## src/rtl/key_filter.sv

```systemverilog
// Two-channel active-low key debouncer: 2-FF synchroniser, per-key stability counter, registered press pulses.
// Optional key_release port and pulses are built in when KEY_RELEASE_FLAG_EN is defined.
module key_filter #(
  parameter int CNT_MAX = 999_999
) (
  input  logic       sys_clk,
  input  logic       sys_rst_n,
  input  logic [1:0] key_in,
  output logic [1:0] key_out,
`ifdef KEY_RELEASE_FLAG_EN
  output logic [1:0] key_release,
`endif
  output logic [1:0] key_press
);

  localparam int CNT_W = $clog2(CNT_MAX + 1);
  localparam logic [CNT_W-1:0] CNT_TOP = CNT_W'(CNT_MAX);

  logic [1:0]       key_s1;
  logic [1:0]       key_s2;
  logic [CNT_W-1:0] cnt [2];

  always_ff @(posedge sys_clk) begin
    if (!sys_rst_n) begin
      key_s1    <= 2'b11;
      key_s2    <= 2'b11;
      key_out   <= 2'b11;
      key_press <= 2'b00;
`ifdef KEY_RELEASE_FLAG_EN
      key_release <= 2'b00;
`endif
      cnt[0]    <= '0;
      cnt[1]    <= '0;
    end else begin
      key_s1    <= key_in;
      key_s2    <= key_s1;
      key_press <= 2'b00;
`ifdef KEY_RELEASE_FLAG_EN
      key_release <= 2'b00;
`endif
      for (int i = 0; i < 2; i++) begin
        // Any return to the accepted level restarts the stability window.
        if (key_s2[i] == key_out[i]) begin
          cnt[i] <= '0;
        end else if (cnt[i] != CNT_TOP) begin
          cnt[i] <= cnt[i] + CNT_W'(1);
        end else begin
          key_out[i]   <= key_s2[i];
          cnt[i]       <= '0;
          key_press[i] <= ~key_s2[i];
`ifdef KEY_RELEASE_FLAG_EN
          key_release[i] <= key_s2[i];
`endif
        end
      end
    end
  end

endmodule

```

## config.mk

```make
export PLATFORM = sky130hd
export DESIGN_NAME = key_filter
export DESIGN_NICKNAME = d
export VERILOG_FILES = /design/src/rtl/key_filter.sv
export SDC_FILE = /design/constraint.sdc
export NUM_CORES = 1
export LEC_CHECK = 0
export BUFFER_PORTS_ARGS = -buffer_cell sky130_fd_sc_hd__buf_4
export CORE_MARGIN = 1
export CORE_UTILIZATION = 50
export CTS_CLUSTER_SIZE = 28
export DETAILED_ROUTE_END_ITERATION = 12
export HOLD_SLACK_MARGIN = 0.03
export PLACE_DENSITY = 0.66
export SLEW_MARGIN = 40
export SYNTH_ARGS = -nofsm -noshare
export SYNTH_HDL_FRONTEND = slang
export SYNTH_SLANG_ARGS = --single-unit
```

## constraint.sdc

```tcl
create_clock -name sys_clk -period 2.8 [get_ports sys_clk]
set_clock_uncertainty 0.05 [all_clocks]
set_input_delay 0.56 -clock sys_clk [delete_from_list [all_inputs] [get_ports sys_clk]]
set_output_delay 0.56 -clock sys_clk [all_outputs]
set_load 0.02 [all_outputs]
```

==> run_results.csv <==
group,metric,value,unit
outcome,status,"completed",
power_and_ir_drop,power.density,461,nW/µm²
clocking,ctsHoldBuffers,0,
synth,syn_area_per_cell,10.3,µm²
synth,synth_edf_count,40,
power_and_ir_drop,fin_total_pwr,1.31,mW
setup_path,r2r_slack,0.55,ns
route,drc,0,
sta,fin_crit_sh,80.3,%
die,coreArea,4750,µm²
setup_path,worst_setup_path_end_kind,"flip-flop",
placement,port-buffer-count,7,
placement,place_congestion,0.781,
clocking,cts_tree,"yes",
grt,antenna_found_initial,0,
die,die_y,72.5,µm
setup_path,crit_arrival,2.22,ns
finish,final_util,59.6,%
setup_path,critPathLaunch,"cnt[1][11]",
setup_path,r2r-end,"cnt[1][3]",
sta,hold_viol,0,
finish,diodes,0,
synth,async_reset_ff_share,0,%
clocking,clock_latency,0.30,ns
power_and_ir_drop,ir_drop,0.000285,V
sta,final.min_clock_period,2.25,ns
synth,netlist.area_leader.share,48.4,%
synth,ys_seq_area_share,54.8,%
synth,ys.warnings.count,0,
clocking,cts_setup_buffers,0,
synth,yosysTopAreaCell,"edfxtp_1",
sta,rsz0062_at_grt,"false",
finish,syn2layout_area_growth,14.1,%
setup_path,path_max_fanout,19,
hold_path,min-delay-start,"key_s1[0]",
clocking,cts_buffers,5,
sta,setup_tns,0,ns
clocking,htreeDepth,2,
route,drt_wl_total,4.05,mm
setup_path,crit_end,"cnt[1][3]",
synth,synth_area_leaders,"edfxtp_1, xnor2_1, dfxtp_1",
setup_path,r2r-start,"cnt[1][11]",
synth,yosysMostFrequentCell,"edfxtp_1",
sta,slew_headroom,57.4,%
synth,ys_top_cells_by_count,"edfxtp_1, nor2_1, xnor2_1, nand2_1, nand3_1",
grt,track_usage,17.3,%
die,dieWidth,72.5,µm
power_and_ir_drop,power.leakage,0.949,nW
synth,ys.flop_type,"edfxtp_1",
grt,grt_max_degree,21,
route,routed-via-count,1753,
die,num_rows,25,
setup_path,startpoint_type,"flip-flop",
sta,max_freq,445,MHz
grt,grt_pass1_wl,6.99,mm
finish,nNetsFinal,293,
synth,syn_area,2480,µm²
clocking,cts_sinks,48,
setup_path,r2r_cells,4,
route,viasPerCell,4.94,
die,ios,8,
setup_path,cp_data_required_time,2.78,ns
die,start_util,52.2,%
die,fp.dieArea,5250,µm²
route,wl_per_cell,11.4,µm
sta,holdWs,0.370,ns
synth,syn_inst,240,
clocking,cts_buffer_depth,2,
synth,ys_ff_latch,48,
clocking,clkTransAtPathRegs,0.09,ns
grt,grt-ovfl-total,0,
setup_path,path_class,"reg -> reg",
route,drtIter0Drc,58,
sta,setup_violations,0,
finish,layout-drive-gt1-share,7.64,%
sta,slew_viol_final,0,
route,ant_nets,0,
grt,grt_pass1_vias,1648,
synth,ys_types,35,
placement,dpl.hpwl,2.95,mm
clocking,cts-resized-gates,0,
route,dr.pass1.iters,4,
hold_path,hold_class,"reg -> reg",
clocking,ctsRootBufferMaster,"clkbuf_8",
job,drv_cap,0,
sta,tightest_slew,0.639,ns
state kept, by name, indices dropped and copies added, names as in the netlist:
register,count
key_s2,2
cnt,40
key_out,2
key_press,2
key_s1,2
power by group:
group | leakage, nW | total, mW | switching [mW] | internal [mW]
combinational | 0.420 | 0.0589 | 0.0338 | 0.0250
sequential | 0.478 | 0.830 | 0.0296 | 0.800
clock | 0.0510 | 0.419 | 0.222 | 0.197
placed cells by master, fill, tap and decap left out, types with 4 or more instances in the layout:
master	synthesis	routed
edfxtp_1	40	40
conb_1	1	40
nor2_1	32	32
xnor2_1	21	21
nand2_1	20	20
nand3_1	13	13
a21oi_1	11	11
inv_1	9	9
nor3_1	8	8
dfxtp_1	8	8
nor4_1	7	7
or4_1	7	7
o21ai_0	7	7
buf_4	0	7
xor2_1	6	6
nand4_1	6	6
clkbuf_8	0	6
o31ai_1	5	5
or3_1	5	5
nor4b_1	4	4
nand2b_1	4	4
per-stage QoR:
stage | instance area (µm²) | std cells | worst slack (ns)
after floorplan | 2630 | 279 | 0.694
after global placement | 2740 | 347 | 0.616
after detailed placement | 2740 | 347 | 0.549
after CTS | 2830 | 355 | 0.549
after global routing | 2830 | 355 | 0.397
final | 2830 | 355 | 0.552
how the worst min path moves through the flow:
stage                     cells after the start         to  slack [ns]
after detailed placement                      1  key_s2[0]        0.35
after floorplan                               1  key_s2[0]        0.34
after global placement                        1  key_s2[0]        0.34
after CTS                                     1  key_s2[0]        0.37
final                                         1  key_s2[0]        0.37
after global routing                          2  key_s1[0]        0.37
worst max-delay path, stage by stage (launching register included):
cell	delay, ns
edfxtp_1	0.45
or3b_2	0.51
nor4_1	0.27
a21o_1	0.58
nor2_1	0.12
routing by layer:
layer | routed length [µm] | global-route usage [%] | vias to the layer above | part of all wire, %
li1 | - | - | 930 | -
met1 | 1930 | 20.9 | 807 | 48
met2 | 1970 | 30.1 | 10 | 49
met3 | 80 | 4.17 | 6 | 2.0
met4 | 68 | 6.54 | 0 | 1.7
met5 | 0 | 0 | - | 0
kinds of logic (layout without fill, tap and decap cells):
logic type / Yosys count / count (layout) / share of synthesized area (%)
simple gates: 121 / 121 / 26.0
flops: 48 / 48 / 54.8
xor+xnor: 27 / 27 / 9.52
compound gates: 26 / 26 / 6.15
buf+inv: 15 / 24 / 2.37
fa+ha+maj: 2 / 2 / 1.01
other cells: 1 / 40 / 0.151
area by class of cell:
type | count | area [µm²]
repair buffers | 7 | 52.6
flip-flops and latches | 48 | 1360
fillers | 430 | 1920
multi-input cells | 216 | 1210
clock buffers | 6 | 82.6
inverters | 9 | 33.8
clock inverters | 2 | 10.0
well taps | 67 | 83.8
(Power assumes the default switching activity.)
